File: src/rtl/vga_beam_compositor_pkg.sv
// vga_pkg: shared types and default 1024x768 timing for the beam compositor.
//   color_t  - 12-bit RGB, one nibble per channel, index with R/G/B
//   tim_t    - per-pixel timing flags carried down the alignment pipe
package vga_pkg;

    typedef logic [2:0][3:0] color_t;

    localparam int R = 2;
    localparam int G = 1;
    localparam int B = 0;

    typedef struct packed {
        logic vis;
        logic hs;
        logic vs;
    } tim_t;

    localparam int DEF_H_VISIBLE = 1024;
    localparam int DEF_H_FRONT   = 24;
    localparam int DEF_H_SYNC    = 136;
    localparam int DEF_H_BACK    = 160;
    localparam int DEF_V_VISIBLE = 768;
    localparam int DEF_V_FRONT   = 3;
    localparam int DEF_V_SYNC    = 6;
    localparam int DEF_V_BACK    = 29;

endpackage

File: src/rtl/vga_beam_compositor_if.sv
// Beam/layer bus. The compositor (master) publishes the beam position; the
// layers (slave) answer with a registered colour and transparency flag.
//   beam_x, beam_y     - current raster counters
//   layer_color        - per-layer RGB, index 0 = highest priority
//   layer_transparent  - per-layer pass-through flag
interface vga_beam_compositor_if #(
    parameter int LAYERS = 4
);
    import vga_pkg::*;

    logic [10:0]              beam_x;
    logic [9:0]               beam_y;
    color_t [LAYERS-1:0]      layer_color;
    logic   [LAYERS-1:0]      layer_transparent;

    modport master (output beam_x, beam_y, input layer_color, layer_transparent);
    modport slave  (input beam_x, beam_y, output layer_color, layer_transparent);

endinterface

File: src/rtl/vga_beam_compositor_timing.sv
// vga_timing: raster counters, raw visible/sync decode and frame pacing.
//   clk, rst           - pixel clock, async active-low reset
//   beam_x_o, beam_y_o - counter registers (no logic after the flops)
//   visible_o, hs_act_o, vs_act_o - raw decode of the current position
//   frame_tick_o       - one-cycle pulse after the beam reaches (0, V_VISIBLE)
//   frame_count_o      - frames completed, free-running 16-bit
module vga_timing
    import vga_pkg::*;
#(
    parameter int H_VISIBLE = DEF_H_VISIBLE,
    parameter int H_FRONT   = DEF_H_FRONT,
    parameter int H_SYNC    = DEF_H_SYNC,
    parameter int H_BACK    = DEF_H_BACK,
    parameter int V_VISIBLE = DEF_V_VISIBLE,
    parameter int V_FRONT   = DEF_V_FRONT,
    parameter int V_SYNC    = DEF_V_SYNC,
    parameter int V_BACK    = DEF_V_BACK
) (
    input  logic        clk,
    input  logic        rst,
    output logic [10:0] beam_x_o,
    output logic [9:0]  beam_y_o,
    output logic        visible_o,
    output logic        hs_act_o,
    output logic        vs_act_o,
    output logic        frame_tick_o,
    output logic [15:0] frame_count_o
);

    localparam int H_TOTAL = H_VISIBLE + H_FRONT + H_SYNC + H_BACK;
    localparam int V_TOTAL = V_VISIBLE + V_FRONT + V_SYNC + V_BACK;

    if (H_TOTAL > 2048) begin : g_h_range
        $error("vga_timing: H_TOTAL exceeds 2048");
    end
    if (V_TOTAL > 1024) begin : g_v_range
        $error("vga_timing: V_TOTAL exceeds 1024");
    end

    // Decode bounds are one bit wider than the counters so a sync window
    // ending exactly at 2048/1024 does not wrap to zero.
    localparam logic [10:0] X_LAST = 11'(H_TOTAL - 1);
    localparam logic [9:0]  Y_LAST = 10'(V_TOTAL - 1);
    localparam logic [11:0] X_VIS  = 12'(H_VISIBLE);
    localparam logic [11:0] HS_ON  = 12'(H_VISIBLE + H_FRONT);
    localparam logic [11:0] HS_OFF = 12'(H_VISIBLE + H_FRONT + H_SYNC);
    localparam logic [10:0] Y_VIS  = 11'(V_VISIBLE);
    localparam logic [10:0] VS_ON  = 11'(V_VISIBLE + V_FRONT);
    localparam logic [10:0] VS_OFF = 11'(V_VISIBLE + V_FRONT + V_SYNC);

    logic [10:0] x_q, x_d;
    logic [9:0]  y_q, y_d;
    logic        tick_q, tick_d;
    logic [15:0] cnt_q, cnt_d;

    always_comb begin
        x_d    = x_q + 11'd1;
        y_d    = y_q;
        if (x_q == X_LAST) begin
            x_d = '0;
            y_d = (y_q == Y_LAST) ? '0 : y_q + 10'd1;
        end
        tick_d = (x_q == '0) && ({1'b0, y_q} == Y_VIS);
        cnt_d  = cnt_q + 16'(tick_d);
    end

    always_ff @(posedge clk or negedge rst) begin
        if (!rst) begin
            x_q    <= '0;
            y_q    <= '0;
            tick_q <= 1'b0;
            cnt_q  <= '0;
        end else begin
            x_q    <= x_d;
            y_q    <= y_d;
            tick_q <= tick_d;
            cnt_q  <= cnt_d;
        end
    end

    assign beam_x_o      = x_q;
    assign beam_y_o      = y_q;
    assign frame_tick_o  = tick_q;
    assign frame_count_o = cnt_q;

    assign visible_o = ({1'b0, x_q} < X_VIS) && ({1'b0, y_q} < Y_VIS);
    assign hs_act_o  = ({1'b0, x_q} >= HS_ON) && ({1'b0, x_q} < HS_OFF);
    assign vs_act_o  = ({1'b0, y_q} >= VS_ON) && ({1'b0, y_q} < VS_OFF);

endmodule

File: src/rtl/vga_beam_compositor.sv
// vga_beam_compositor: raster generator plus layer priority compositor.
//   clk, rst        - pixel clock, async active-low reset
//   bus (master)    - beam position out, layer colour/transparency in
//   vga_r/g/b       - composited pixel, zero outside the visible area
//   vga_hs/vs/de    - syncs and data-enable, aligned with RGB
//   frame_tick      - pulse at start of vertical blank (not pipelined)
//   frame_count     - frames completed
module vga_beam_compositor
    import vga_pkg::*;
#(
    parameter int     H_VISIBLE       = DEF_H_VISIBLE,
    parameter int     H_FRONT         = DEF_H_FRONT,
    parameter int     H_SYNC          = DEF_H_SYNC,
    parameter int     H_BACK          = DEF_H_BACK,
    parameter int     V_VISIBLE       = DEF_V_VISIBLE,
    parameter int     V_FRONT         = DEF_V_FRONT,
    parameter int     V_SYNC          = DEF_V_SYNC,
    parameter int     V_BACK          = DEF_V_BACK,
    parameter bit     SYNC_ACTIVE_LOW = 1'b1,
    parameter int     LAYERS          = 4,
    parameter int     LAYER_LATENCY   = 1,
    parameter color_t BG_COLOR        = 12'hFFF
) (
    input  logic                   clk,
    input  logic                   rst,
    vga_beam_compositor_if.master  bus,
    output logic [3:0]             vga_r,
    output logic [3:0]             vga_g,
    output logic [3:0]             vga_b,
    output logic                   vga_hs,
    output logic                   vga_vs,
    output logic                   vga_de,
    output logic                   frame_tick,
    output logic [15:0]            frame_count
);

    if (LAYER_LATENCY < 1) begin : g_lat_range
        $error("vga_beam_compositor: LAYER_LATENCY must be at least 1");
    end

    tim_t raw;

    vga_timing #(
        .H_VISIBLE (H_VISIBLE), .H_FRONT (H_FRONT), .H_SYNC (H_SYNC), .H_BACK (H_BACK),
        .V_VISIBLE (V_VISIBLE), .V_FRONT (V_FRONT), .V_SYNC (V_SYNC), .V_BACK (V_BACK)
    ) u_timing (
        .clk           (clk),
        .rst           (rst),
        .beam_x_o      (bus.beam_x),
        .beam_y_o      (bus.beam_y),
        .visible_o     (raw.vis),
        .hs_act_o      (raw.hs),
        .vs_act_o      (raw.vs),
        .frame_tick_o  (frame_tick),
        .frame_count_o (frame_count)
    );

    // Timing flags wait here for the layers to answer the same beam position.
    tim_t [LAYER_LATENCY-1:0] dly_q;
    tim_t                     tim;

    always_ff @(posedge clk or negedge rst) begin
        if (!rst) begin
            dly_q <= '0;
        end else begin
            dly_q[0] <= raw;
            for (int i = 1; i < LAYER_LATENCY; i++) dly_q[i] <= dly_q[i-1];
        end
    end

    assign tim = dly_q[LAYER_LATENCY-1];

    // Walk from lowest to highest priority so the lowest opaque index wins.
    color_t win;
    always_comb begin
        win = BG_COLOR;
        for (int i = LAYERS - 1; i >= 0; i--) begin
            if (!bus.layer_transparent[i]) win = bus.layer_color[i];
        end
    end

    color_t rgb_q, rgb_d;
    logic   de_q, hs_q, vs_q;

    // Blanking selects a constant, so undefined layer data cannot leak out.
    assign rgb_d = tim.vis ? win : '0;

    always_ff @(posedge clk or negedge rst) begin
        if (!rst) begin
            rgb_q <= '0;
            de_q  <= 1'b0;
            hs_q  <= SYNC_ACTIVE_LOW;
            vs_q  <= SYNC_ACTIVE_LOW;
        end else begin
            rgb_q <= rgb_d;
            de_q  <= tim.vis;
            hs_q  <= tim.hs ^ SYNC_ACTIVE_LOW;
            vs_q  <= tim.vs ^ SYNC_ACTIVE_LOW;
        end
    end

    assign vga_r  = rgb_q[R];
    assign vga_g  = rgb_q[G];
    assign vga_b  = rgb_q[B];
    assign vga_de = de_q;
    assign vga_hs = hs_q;
    assign vga_vs = vs_q;

endmodule

File: src/flat_wrapper.sv
// flat-port wrapper written by rule: the top's interface ports become plain ports
module vga_beam_compositor_flat import vga_pkg::*;
#(
    parameter int     H_VISIBLE       = DEF_H_VISIBLE,
    parameter int     H_FRONT         = DEF_H_FRONT,
    parameter int     H_SYNC          = DEF_H_SYNC,
    parameter int     H_BACK          = DEF_H_BACK,
    parameter int     V_VISIBLE       = DEF_V_VISIBLE,
    parameter int     V_FRONT         = DEF_V_FRONT,
    parameter int     V_SYNC          = DEF_V_SYNC,
    parameter int     V_BACK          = DEF_V_BACK,
    parameter bit     SYNC_ACTIVE_LOW = 1'b1,
    parameter int     LAYERS          = 4,
    parameter int     LAYER_LATENCY   = 1,
    parameter color_t BG_COLOR        = 12'hFFF
)
  (clk, rst, vga_r, vga_g, vga_b, vga_hs, vga_vs, vga_de, frame_tick, frame_count, bus_beam_x, bus_beam_y, bus_layer_color, bus_layer_transparent);
  vga_beam_compositor_if #(.LAYERS(LAYERS)) bus_i ();
  input  logic clk;
  input  logic rst;
  output logic [3:0] vga_r;
  output logic [3:0] vga_g;
  output logic [3:0] vga_b;
  output logic vga_hs;
  output logic vga_vs;
  output logic vga_de;
  output logic frame_tick;
  output logic [15:0] frame_count;
  output wire logic [$bits(bus_i.beam_x)-1:0] bus_beam_x;
  output wire logic [$bits(bus_i.beam_y)-1:0] bus_beam_y;
  input wire logic [$bits(bus_i.layer_color)-1:0] bus_layer_color;
  input wire logic [$bits(bus_i.layer_transparent)-1:0] bus_layer_transparent;
  assign bus_beam_x = bus_i.beam_x;
  assign bus_beam_y = bus_i.beam_y;
  assign bus_i.layer_color = bus_layer_color;
  assign bus_i.layer_transparent = bus_layer_transparent;
  vga_beam_compositor #(.H_VISIBLE(H_VISIBLE), .H_FRONT(H_FRONT), .H_SYNC(H_SYNC), .H_BACK(H_BACK), .V_VISIBLE(V_VISIBLE), .V_FRONT(V_FRONT), .V_SYNC(V_SYNC), .V_BACK(V_BACK), .SYNC_ACTIVE_LOW(SYNC_ACTIVE_LOW), .LAYERS(LAYERS), .LAYER_LATENCY(LAYER_LATENCY), .BG_COLOR(BG_COLOR)) u_core (.clk(clk), .rst(rst), .bus(bus_i), .vga_r(vga_r), .vga_g(vga_g), .vga_b(vga_b), .vga_hs(vga_hs), .vga_vs(vga_vs), .vga_de(vga_de), .frame_tick(frame_tick), .frame_count(frame_count));
endmodule
File: config.mk
export PLATFORM = sky130hd
export DESIGN_NAME = vga_beam_compositor_flat
export DESIGN_NICKNAME = d
export VERILOG_FILES = /design/src/rtl/vga_beam_compositor_pkg.sv /design/src/rtl/vga_beam_compositor_if.sv /design/src/rtl/vga_beam_compositor_timing.sv /design/src/rtl/vga_beam_compositor.sv /design/src/flat_wrapper.sv
export SDC_FILE = /design/constraint.sdc
export NUM_CORES = 1
export LEC_CHECK = 0
export CAP_MARGIN = 20
export CORE_MARGIN = 2
export CORE_UTILIZATION = 44
export DETAILED_ROUTE_END_ITERATION = 6
export GPL_TIMING_DRIVEN = 0
export PLACE_DENSITY = 0.81
export SYNTH_ARGS = -nofsm -noshare
export SYNTH_HDL_FRONTEND = slang
export SYNTH_SLANG_ARGS = --single-unit
export TNS_END_PERCENT = 50
File: constraint.sdc
create_clock -name clk -period 3.09 [get_ports clk]
set_clock_uncertainty 0.1 [all_clocks]
set_input_delay 0.618 -clock clk [delete_from_list [all_inputs] [get_ports clk]]
set_output_delay 0.618 -clock clk [all_outputs]
set_load 0.005 [all_outputs]
## Yosys cells after proc, flatten, opt, wreduce, memory -nomap -nowiden

Cells that the tools add are included.

- Word-level logic and storage cells: 39
- Flip-flop bits (word level): 56
- Output and inout port bits: 53
- Input bits: 54

- Equal/unequal tests: 3
- Multiplexer cells: 7
- Order comparisons: 6
- $add $sub $neg: 3
- Reductions and logical operators: 5
- Bitwise logic cells: 2

Operators with widths:

| cell | count |
|---|---|
| $mux W12 | 5 |
| $lt A11 B11 Y1 const B | 2 |
| $eq A10 B10 Y1 const B | 2 |
| $lt A10 B10 Y1 const B | 2 |
| $add A16 B1 Y16 | 1 |
| $add A11 B1 Y11 const B | 1 |
| $eq A11 B11 Y1 const B | 1 |
| $ge A11 B11 Y1 const B | 1 |
| $logic_not A11 Y1 | 1 |
| $mux W11 | 1 |
| $add A10 B1 Y10 const B | 1 |
| $ge A10 B10 Y1 const B | 1 |
| $mux W10 | 1 |
| $logic_and A1 B1 Y1 | 4 |
| $not A1 Y1 | 2 |

## Logic depth before layout (Yosys ltp)

Gate-level depths: netlist of the first run.

- Word-level depth: 5
- Depth in mapped cells: 10
- Gate-level depth less buffers: 10

## By module

From an unflattened synthesis of the first run, not the netlist that was laid out.

- Cell total of the unflattened synthesis: 261
- Area, all modules: 2,854.0 µm²

By module, submodules not included:

| module | area each (µm²) | times used | cells each | sequential area each (µm²) |
|---|---|---|---|---|
| vga_timing | 1,934.4 | 1 | 184 | 950.9 |
| vga_beam_compositor | 919.6 | 1 | 77 | 452.9 |

## Worst setup path after synthesis of the first run

No wires, ideal clock.

- Path type: register to register
- From: register u_core.u_timing.x_q[8], in the netlist u_core.u_timing.beam_x_o[8]
- To: register u_core.u_timing.cnt_q[11], in the netlist u_core.u_timing.frame_count_o[11]
- Clock period less this slack: 2.500 ns
- Path slack: 0.590 ns
- Required time: 2.867 ns
- Cell stages (with the launch flop): 10
- Arrival: 2.277 ns
- Buffers on the path: 1
- Library setup time: 0.123 ns
- Path through: dfrtp_1 -> or4_1 -> nor4_1 -> nand4_1 -> nor4_1 -> ha_1 -> and3_1 -> clkbuf_1 -> nand4_1 -> xnor2_1

- Cells in the longest elaborated chain, start to end: 3

Ends and longest elaborated chain:

| element | line | text |
|---|---|---|
| from (decl) | vga_beam_compositor_timing.sv:51 | `logic [10:0] x_q, x_d;` |
| from (signal assigned) | vga_beam_compositor_timing.sv:69 | `x_q <= '0;` |
| from (signal assigned) | vga_beam_compositor_timing.sv:74 | `x_q <= x_d;` |
| $logic_not A11 Y1 | vga_beam_compositor_timing.sv:63 | `tick_d = (x_q == '0) && ({1'b0, y_q} == Y_VIS);` |
| $logic_and A1 B1 Y1 | vga_beam_compositor_timing.sv:63 |  |
| named net u_core.u_timing.tick_d | vga_beam_compositor_timing.sv:53 | `logic tick_q, tick_d;` |
| $add A16 B1 Y16 | vga_beam_compositor_timing.sv:64 | `cnt_d = cnt_q + 16'(tick_d);` |
| named net u_core.u_timing.cnt_d[11] | vga_beam_compositor_timing.sv:54 | `logic [15:0] cnt_q, cnt_d;` |
| to (signal assigned) | vga_beam_compositor_timing.sv:77 | `cnt_q <= cnt_d;` |
| to (decl) | vga_beam_compositor_timing.sv:54 |  |

The timed path passes the listed nets, and every way through them passes these cells.
A chain may end at the register's enable or synchronous reset.

## Worst setup path in the final report of the first run

- From: register u_core.u_timing.x_q[10], in the netlist u_core.u_timing.beam_x_o[10]
- To: register u_core.u_timing.cnt_q[15], in the netlist u_core.u_timing.frame_count_o[15]

Same word-level chain as after synthesis.

==> impl_metrics.toml, run 1 <==
[finish]
fillCellCount = 484
multiInputGateArea_mm2 = 0.001234
fin_nets = 437
num_antenna_cells = 0
final_area_mm2 = 0.004001
drive_above_1_share = 0.04533
utilization = 0.6718
area_delta_synth_final_pct = 46.43
seqCellArea_mm2 = 0.001404
final_cells = 450

[sta]
period_share = 0.9178
setup_viol = 0
period_needed_ns = 2.836
setup_tns_ns = 0
slew_violations = 0
timing.fmax_mhz = 352.6
holdWs_ns = 0.1769
hold_viol = 0
finalWorstSetupSlack_ns = 0.2541
slew_headroom = 0.6274
worst_pin_slew_ns = 0.5589
grt_setup_unrepaired = "no"

[worst_setup_path]
endpoint_kind = "flop"
startpoint_type = "flop"
rr_worst_depth = 9
cp_max_fo = 8
cp_data_required_time_ns = 3.19
r2r_start = "u_core.u_timing.beam_x_o[10]"
r2r_slack_ns = 0.25
worstPathArrival_ns = 2.94
crit_type = "reg -> reg"
r2r-end = "u_core.u_timing.frame_count_o[15]"

[routing]
vias_per_cell = 5.542
routedWlPerCell_um = 15.61
ant_nets = 0
drc = 0
vias = 2494
dr.pass1.iters = 4
wl_um = 7024
drt_iter0_drc = 147

[floorplanning]
num_rows = 28
coreArea_mm2 = 0.005956
die-area_mm2 = 0.006857
die_y_um = 82.81
die_x_um = 82.81
initial_core_util = 0.4588
ios = 107

[power]
p_seq_frac = 0.567
ir_worst_vdd_v = 0.0001714
finalPower_mw = 1.322
net-switching-power_uw = 310.9
switching_share = 0.2353
pwr-share-clk = 0.310
p_leak_nw = 1.622
p_per_area_mw_per_mm2 = 330.3
power_frac_comb = 0.123
p_int_mw = 1.011

[synth]
syn_nets = 323
synth_area_leaders = "dfrtp_1 (49%), xnor2_1 (5.4%), ha_1 (4.1%)"
synth-seq-area-share = 0.5137
syn-cell-area_mm2 = 0.002733
synth_top_area_frac = 0.4945
ys_types = 37
ys_ff_latch = 56
synth_edf_count = 0
avgSynthCellArea_um2 = 10.51
synth_common_cells = "dfrtp_1 (54), nor2_1 (21), nand3_1 (17), xnor2_1 (17)"
synth-main-ff-cell = "dfrtp_1"
async_reset_ff_frac = 1.000
ys_warn_count = 0
syn_inst = 260
yosysTopAreaCell = "dfrtp_1"
yosys.cell_count.top_type = "dfrtp_1"

[placed_design]
dp_hpwl_um = 5342
io_buffers = 106
pre_cts_slack_ns = 0.1204
placed_cells = 442
dpl-instance-area_mm2 = 0.003902
globalplace.congestion = 0.8434

[cts]
tritoncts = "yes"
ctsHoldBuffers = 0
clkSinkCount = 56
cts.reportedPaths.clkPinSlew_ns = 0.10
clockRootBuffer = "clkbuf_8"
clockBufferDepth = 2
cts_buffers = 5
clock_latency_ns = 0.31
cts-htree-levels = 2
cts_setup_buffers = 0

[global_route]
antenna_found_initial = 0
grt_max_degree = 33
grt_util_all_layers = 0.2005
grt_pass1_vias = 2347
grt_overflow = 0
grt_first_pass_wirelength_um = 11190

[job]
drv_cap = 0

[run_status]
status = "finished, final reports clean"

[min_path]
hold_class = "in -> async"
==> cell usage in the layout (no fill, tap or decap), drive strengths merged <==
master	count
a2111oi	1
a211oi	1
a21bo	1
a21oi	7
a221oi	1
a311oi	11
a31oi	4
and2	2
and3	7
and4	3
buf	3
clkbuf	16
clkdlybuf4s50	105
clkinv	1
clkinvlp	2
dfrtp	54
dfstp	2
ha	9
inv	13
mux2i	2
nand2	7
nand2b	13
nand3	17
nand4	8
nand4b	2
nor2	21
nor3	2
nor4	5
nor4b	1
o211ai	1
o21ai	9
o221ai	12
o31ai	1
or2b	1
or3	3
or4	4
or4b	1
xnor2	17
xor2	5
==> area by class of cell <==
type | instances | area share
sequential | 56 | 0.3508
buffer | 12 | 0.01313
inverter | 13 | 0.01220
timing repair buffer | 107 | 0.2689
tap | 75 | 0.02345
clock inverter | 3 | 0.005941
multi-input combinational | 179 | 0.3083
clock buffer | 5 | 0.01720
==> power by group through the flow <==
stage	registers [mW]	logic, mW	clock network, mW
after floorplan	0.767	0.0359	0
after global placement	0.764	0.159	0
after detailed placement	0.764	0.164	0
after CTS	0.750	0.165	0.420
after global routing	0.752	0.177	0.451
final	0.750	0.163	0.409
==> critical path: stages (launching register included) <==
cell and delay [ns]:
dfrtp_1 0.48, or4_1 0.53, nor4_1 0.17, nand4_1 0.15, nor4_2 0.28, ha_1 0.30
and3_1 0.17, clkbuf_1 0.24, nand4_1 0.15, xnor2_1 0.15
==> routing by layer <==
layer	global-route usage	routed length (um)	up-vias
li1	-	-	1181
met2	0.3424	3591	85
met1	0.2461	2887	1216
met4	0.07004	131	0
met5	0	0	-
met3	0.05169	414	12
==> worst max-delay path by stage <==
stage / start / endpoint / slack (ns) / cells after the start
floorplan: u_core.u_timing.beam_x_o[8] / u_core.u_timing.frame_count_o[11] / 0.59 / 9
global placement: rst / u_core.u_timing.frame_count_o[7] / -0.38 / 1
detailed placement: u_core.u_timing.beam_x_o[10] / u_core.u_timing.frame_count_o[15] / 0.12 / 9
CTS: u_core.u_timing.beam_x_o[10] / u_core.u_timing.frame_count_o[15] / 0.08 / 9
global route: u_core.u_timing.beam_x_o[10] / u_core.u_timing.frame_count_o[15] / 0.04 / 9
finish: u_core.u_timing.beam_x_o[10] / u_core.u_timing.frame_count_o[15] / 0.25 / 9
==> logic make-up after synthesis <==
| logic type | count (synthesis) | share of synthesized area |
|---|---|---|
| AO/OA/AOI/OAI | 49 | 0.1305 |
| XOR/XNOR | 22 | 0.07051 |
| adder cells (fa/ha/maj) | 9 | 0.04121 |
| buffers and inverters | 25 | 0.03709 |
| flip-flops | 56 | 0.5137 |
| multiplexers | 2 | 0.007326 |
| AND/OR/NAND/NOR | 97 | 0.1996 |
==> state kept, by name (all words and copies together) (netlist names), 3 cells and up <==
signal,flops
u_core.u_timing.frame_count_o,16
u_core.u_timing.beam_x_o,11
u_core.u_timing.beam_y_o,10
u_core.vga_b,4
u_core.vga_g,4
u_core.vga_r,4
u_core.dly_q,3
==> repair_timing <==
item                                    4_1_cts  5_1_grt
resized for setup                             0        1
endpoints found under the setup margin        0        6
hold endpoints to repair                      0        0
No activity file was read; power rests on OpenSTA's default activity.
==> run 2, diff against run 1 <==
--- a/config.mk
+++ b/config.mk
@@ -5,9 +5,10 @@
 export SDC_FILE = /design/constraint.sdc
 export NUM_CORES = 1
 export LEC_CHECK = 0
+export ABC_AREA = 1
 export CAP_MARGIN = 20
 export CORE_MARGIN = 2
-export CORE_UTILIZATION = 44
+export CORE_UTILIZATION = 45
 export DETAILED_ROUTE_END_ITERATION = 6
 export GPL_TIMING_DRIVEN = 0
 export PLACE_DENSITY = 0.81
==> impl_metrics.toml, run 2 <==
[finish]
layout_commonest_cell = "clkdlybuf4s50_1"
area_delta_synth_final_pct = 44.03
final_cells = 530
final_cell_mix = "clkdlybuf4s50_1 (105), dfrtp_1 (54), nand2_1 (53), inv_1 (45)"
multiInputGateArea_mm2 = 0.001256
fin_nets = 515
drive_above_1_share = 0.04636
seqCellArea_mm2 = 0.001404
final_area_mm2 = 0.004150
num_antenna_cells = 0
largest_reg_flops = 16
fillCellCount = 497
utilization = 0.6612

[power]
finalPower_mw = 1.329
ir_worst_vdd_v = 0.0002363
p_per_area_mw_per_mm2 = 320.1
p_leak_nw = 1.798

[placed_design]
placed_cells = 522
io_buffers = 106
dpl-instance-area_mm2 = 0.004054
globalplace.congestion = 0.8353
dp_hpwl_um = 5615
pre_cts_slack_ns = 0.2519

[routing]
vias_per_cell = 5.164
drc = 0
routedWlPerCell_um = 13.81
dr.pass1.iters = 4
ant_nets = 0
vias = 2737
wl_um = 7317
drt_iter0_drc = 119

[floorplanning]
ios = 107
num_rows = 29
initial_core_util = 0.4590
coreArea_mm2 = 0.006277
die_y_um = 84.02
die-area_mm2 = 0.007059
die_x_um = 84.02

[cts]
ctsHoldBuffers = 0
cts-htree-levels = 2
tritoncts = "yes"
clkSinkCount = 56
cts_setup_buffers = 0
clockBufferDepth = 2
clockRootBuffer = "clkbuf_8"
clock_latency_ns = 0.30
cts_resized = 0
cts.reportedPaths.clkPinSlew_ns = 0.11
cts_buffers = 5

[global_route]
grt_pass1_vias = 2631
grt_max_degree = 30
antenna_found_initial = 0
grt_first_pass_wirelength_um = 12450
grt_overflow = 0
grt_util_all_layers = 0.2130

[worst_setup_path]
cp_data_required_time_ns = 3.19
slowest_delay_ns = 0.54
worstPathArrival_ns = 2.92
cp_slowest_cell = "nor4b_1"
endpoint_kind = "flop"
crit_type = "reg -> reg"
startpoint_type = "flop"
cp_max_fo = 9
crit_chain = "inv_1 > ha_1 > nand4_1 > nor4b_1 > ha_1 > ha_1 > nand2_1 > nor2_1 > nand2_1 > o21ai_0 > nand2_1"

[synth]
syn_inst = 338
synth_top_family_by_area = "simple AND/OR/NAND/NOR gates"
synth-main-ff-cell = "dfrtp_1"
ys_warn_count = 0
synth_top_area_frac = 0.4690
synth-compound-area-share = 0.1316
syn-cell-area_mm2 = 0.002882
synth_area_leaders = "dfrtp_1 (47%), nand2_1 (6.9%), inv_1 (5.9%)"
yosys.cell_count.top_type = "dfrtp_1"
yosysTopAreaCell = "dfrtp_1"
avgSynthCellArea_um2 = 8.525
yosys.area_share.xor_xnor = 0.05471
synth-seq-area-share = 0.4872
synth_common_cells = "dfrtp_1 (54), nand2_1 (53), inv_1 (45), a21oi_1 (28), nor2_1 (28)"
syn_nets = 401
synth_fa_ha_area_frac = 0.03908
ys_types = 29
synth_simple_gate_area_frac = 0.2106
ys_ff_latch = 56
synth_mux_area_frac = 0
synth_edf_count = 0
async_reset_ff_frac = 1.000

[sta]
period_share = 0.9113
slew_violations = 0
timing.fmax_mhz = 355.1
grt_setup_unrepaired = "no"
finalWorstSetupSlack_ns = 0.2742
slew_headroom = 0.5563
period_needed_ns = 2.816
holdWs_ns = 0.2303
hold_viol = 0
worst_pin_slew_ns = 0.6655
setup_viol = 0
setup_tns_ns = 0

[job]
drv_cap = 0

[run_status]
status = "finished, final reports clean"

[min_path]
hold_class = "in -> async"
-- run 2: cell types whose count changed after synthesis, sizes merged, moves of 5 or more --
cell    previous run  this run
a21oi              7        28
a311oi            11         0
and3               7         1
inv               13        47
nand2              7        55
nand2b            13         0
nand3             17        24
nor2              21        28
nor3               2        14
nor4               5         0
o21ai              9        24
xnor2             17         5
xor2               5        13
-- run 2: cell families (layout without fill, tap and decap cells) --
group	after synthesis	after routing
buffers and inverters	56	171
AOI/OAI and AO/OA	66	66
DFF	56	56
and+or+nand+nor	133	133
adders and majority gates	9	9
xor gates and xnor gates	18	18
-- run 2: critical path: cells and delay by family, from the launching register on --
| family | cells | cell delay, ns |
|---|---|---|
| DFF | 1 | 0.48 |
| AOI/OAI and AO/OA | 1 | 0.18 |
| adders and majority gates | 3 | 0.69 |
| buffers and inverters | 1 | 0.15 |
| and+or+nand+nor | 6 | 1.10 |
-- run 2: metal layers --
metal  vias up  routed length (um)  global-route usage
met2        95                3637              0.3644
met5         -                   0                   0
li1       1357                   -                   -
met4         0                  78             0.04106
met1      1277                3161              0.2890
met3         8                 439             0.03165
-- run 2: worst paths after layout --
check | start | end | slack (ns) | depth (start not counted)
max in group asynchronous | rst | u_core.vga_vs | 2.01 | 2
worst min-delay path | rst | u_core.u_timing.frame_count_o[7] | 0.23 | 1
worst max register to register | u_core.u_timing.beam_y_o[0] | u_core.u_timing.frame_count_o[14] | 0.27 | 11
worst min register to register | u_core.dly_q[1] | u_core.vga_hs | 0.25 | 1
min in group clk | u_core.dly_q[1] | u_core.vga_hs | 0.25 | 1
worst max-delay path | u_core.u_timing.beam_y_o[0] | u_core.u_timing.frame_count_o[14] | 0.27 | 11
-- run 2: power breakdown --
group | internal, mW | switching (mW) | total [mW] | leakage, nW
Clock | 0.167 | 0.254 | 0.422 | 0.0463
Sequential | 0.746 | 0.00339 | 0.750 | 0.719
Combinational | 0.0991 | 0.0584 | 0.157 | 1.03
-- run 2: final cells by class --
type / instances / share of cell area
tap: 77 / 0.02321
multi-input combinational: 226 / 0.3027
sequential: 56 / 0.3383
clock buffer: 5 / 0.01658
clock inverter: 3 / 0.006632
inverter: 47 / 0.04251
buffer: 9 / 0.01085
timing repair buffer: 107 / 0.2593
==> run 3, diff against run 2 <==
--- a/config.mk
+++ b/config.mk
@@ -10,7 +10,6 @@
 export CORE_MARGIN = 2
 export CORE_UTILIZATION = 45
 export DETAILED_ROUTE_END_ITERATION = 6
-export GPL_TIMING_DRIVEN = 0
 export PLACE_DENSITY = 0.81
 export SYNTH_ARGS = -nofsm -noshare
 export SYNTH_HDL_FRONTEND = slang
==> impl_metrics.toml, run 3 (synthesis results as in run 2) <==
[worst_setup_path]
cp_max_fo = 9
worstPathArrival_ns = 2.75
slowest_delay_ns = 0.48
r2r_slack_ns = 0.44
worstSetupPathDepth = 11
cp_slowest_cell = "dfrtp_1"
cp_data_required_time_ns = 3.19
worstSetupStartpoint = "u_core.u_timing.beam_y_o[0]"
crit_type = "reg -> reg"
cp_top_family = "simple AND/OR/NAND/NOR gates"
startpoint_type = "flop"
r2r_start = "u_core.u_timing.beam_y_o[0]"
endpoint_kind = "flop"
r2r-end = "u_core.u_timing.frame_count_o[14]"
rr_worst_depth = 11
crit_chain = "inv_1 > ha_1 > nand4_1 > nor4b_1 > ha_1 > ha_1 > nand2_1 > nor2_1 > nand2_1 > o21ai_0 > nand2_1"
cp_num_buf_inv = 1

[routing]
drc = 0
dr.pass1.iters = 4
ant_nets = 0
routedWlPerCell_um = 14.16
vias = 2763
wl_um = 7408
vias_per_cell = 5.283
drt_iter0_drc = 101

[finish]
seqCellArea_mm2 = 0.001404
final_cell_mix = "clkdlybuf4s50_1 (105), dfrtp_1 (54), nand2_1 (53), inv_1 (45)"
drive_above_1_share = 0.04709
layout_commonest_cell = "clkdlybuf4s50_1"
multiInputGateArea_mm2 = 0.001256
fillCellCount = 501
area_delta_synth_final_pct = 43.99
fin_nets = 508
largest_reg_flops = 16
final_area_mm2 = 0.004149
num_antenna_cells = 0

[cts]
clockBufferDepth = 2
clockRootBuffer = "clkbuf_8"
cts_buffers = 5
tritoncts = "yes"
cts.reportedPaths.clkPinSlew_ns = 0.10
cts_setup_buffers = 0
cts_resized = 0
ctsHoldBuffers = 0
clkSinkCount = 56
clock_latency_ns = 0.30
cts-htree-levels = 2

[global_route]
grt_overflow = 0
grt_pass1_vias = 2694
antenna_found_initial = 0
grt-busiest-layer = "met2"
grt_max_degree = 57
grt_first_pass_wirelength_um = 12480
grt_use_met3 = 0.04847
use_met1 = 0.2741
use_met2 = 0.3694
grt_util_all_layers = 0.2149

[placed_design]
dpl-instance-area_mm2 = 0.004011
dp_hpwl_um = 5591
globalplace.congestion = 0.8441
io_buffers = 106

[min_path]
hold_class = "reg -> reg"
hold-path-cell-count = 1
hold_end = "u_core.vga_vs"
hp-start = "u_core.dly_q[0]"

[power]
pwr-share-clk = 0.386
switching_share = 0.2057
p_seq_frac = 0.509
p_int_mw = 1.170
p_per_area_mw_per_mm2 = 355.0
ir_worst_vdd_v = 0.0002233
finalPower_mw = 1.473
power_frac_comb = 0.105
p_leak_nw = 1.806
net-switching-power_uw = 303.1

[sta]
grt_setup_unrepaired = "no"
period_share = 0.8561
slew_violations = 0
setup_viol = 0
holdWs_ns = 0.2540
worst_pin_slew_ns = 0.7230
period_needed_ns = 2.645
timing.fmax_mhz = 378.0
hold_viol = 0
slew_headroom = 0.5164
setup_tns_ns = 0

[floorplanning]
num_rows = 29
ios = 107
die_y_um = 84.02
coreArea_mm2 = 0.006277
die_x_um = 84.02
initial_core_util = 0.4590
die-area_mm2 = 0.007059

[job]
drv_cap = 0

[run_status]
status = "finished, final reports clean"
## run 3: changes by cell type in the layout (fill, tap and decap cells not counted)
cell / before / now
buf_12: 1 / 0
buf_4: 1 / 3
buf_6: 1 / 0
bufinv_16: 0 / 2
clkbuf_1: 7 / 0
clkinv_4: 1 / 0
clkinvlp_4: 1 / 0
inv_6: 0 / 1
inv_8: 1 / 0
## run 3: area by class of cell
class / count / area share
clock inverters: 3 / 0.01659
repair buffers: 109 / 0.2600
multi-input cells: 226 / 0.3028
flip-flops and latches: 56 / 0.3384
well taps: 77 / 0.02322
clock buffers: 5 / 0.01659
inverters: 47 / 0.04252
## run 3: worst max-delay path by stage
stage / end / slack, ns
after floorplan: u_core.u_timing.frame_count_o[14] / 0.82
after global placement: u_core.u_timing.frame_count_o[14] / 0.56
after detailed placement: u_core.u_timing.frame_count_o[14] / 0.46
after CTS: u_core.u_timing.frame_count_o[14] / 0.45
after global routing: u_core.u_timing.frame_count_o[11] / 0.13
final: u_core.u_timing.frame_count_o[14] / 0.44
## run 3: per-stage QoR
| step | setup WS [ns] | utilization | cells |
|---|---|---|---|
| after floorplan | 0.8191 | - | 338 |
| after global placement | 0.5571 | 0.6390 | 515 |
| after detailed placement | 0.4650 | 0.6390 | 515 |
| after CTS | 0.4545 | 0.6610 | 523 |
| after global routing | 0.1289 | 0.6610 | 523 |
| final | 0.4447 | 0.6610 | 523 |
## run 3: routing by layer
layer / vias up / part of all wire
met2: 82 / 0.50
met4: 0 / 0.015
met3: 16 / 0.058
met5: - / 0
li1: 1342 / -
met1: 1323 / 0.42
## run 3: power groups by stage
| stage | Sequential (mW) | Combinational (mW) | Clock, mW |
|---|---|---|---|
| global route | 0.752 | 0.168 | 0.606 |
| detailed placement | 0.764 | 0.156 | 0 |
| finish | 0.750 | 0.155 | 0.568 |
| global placement | 0.764 | 0.154 | 0 |
| floorplan | 0.767 | 0.0326 | 0 |
| CTS | 0.750 | 0.157 | 0.580 |
## run 3: worst register-to-register path, delay by kind of cell (launching register included)
| family | cells | cell delay [ns] |
|---|---|---|
| AO/OA/AOI/OAI | 1 | 0.17 |
| adder cells (fa/ha/maj) | 3 | 0.65 |
| buffers and inverters | 1 | 0.15 |
| flip-flops | 1 | 0.48 |
| AND/OR/NAND/NOR | 6 | 0.97 |
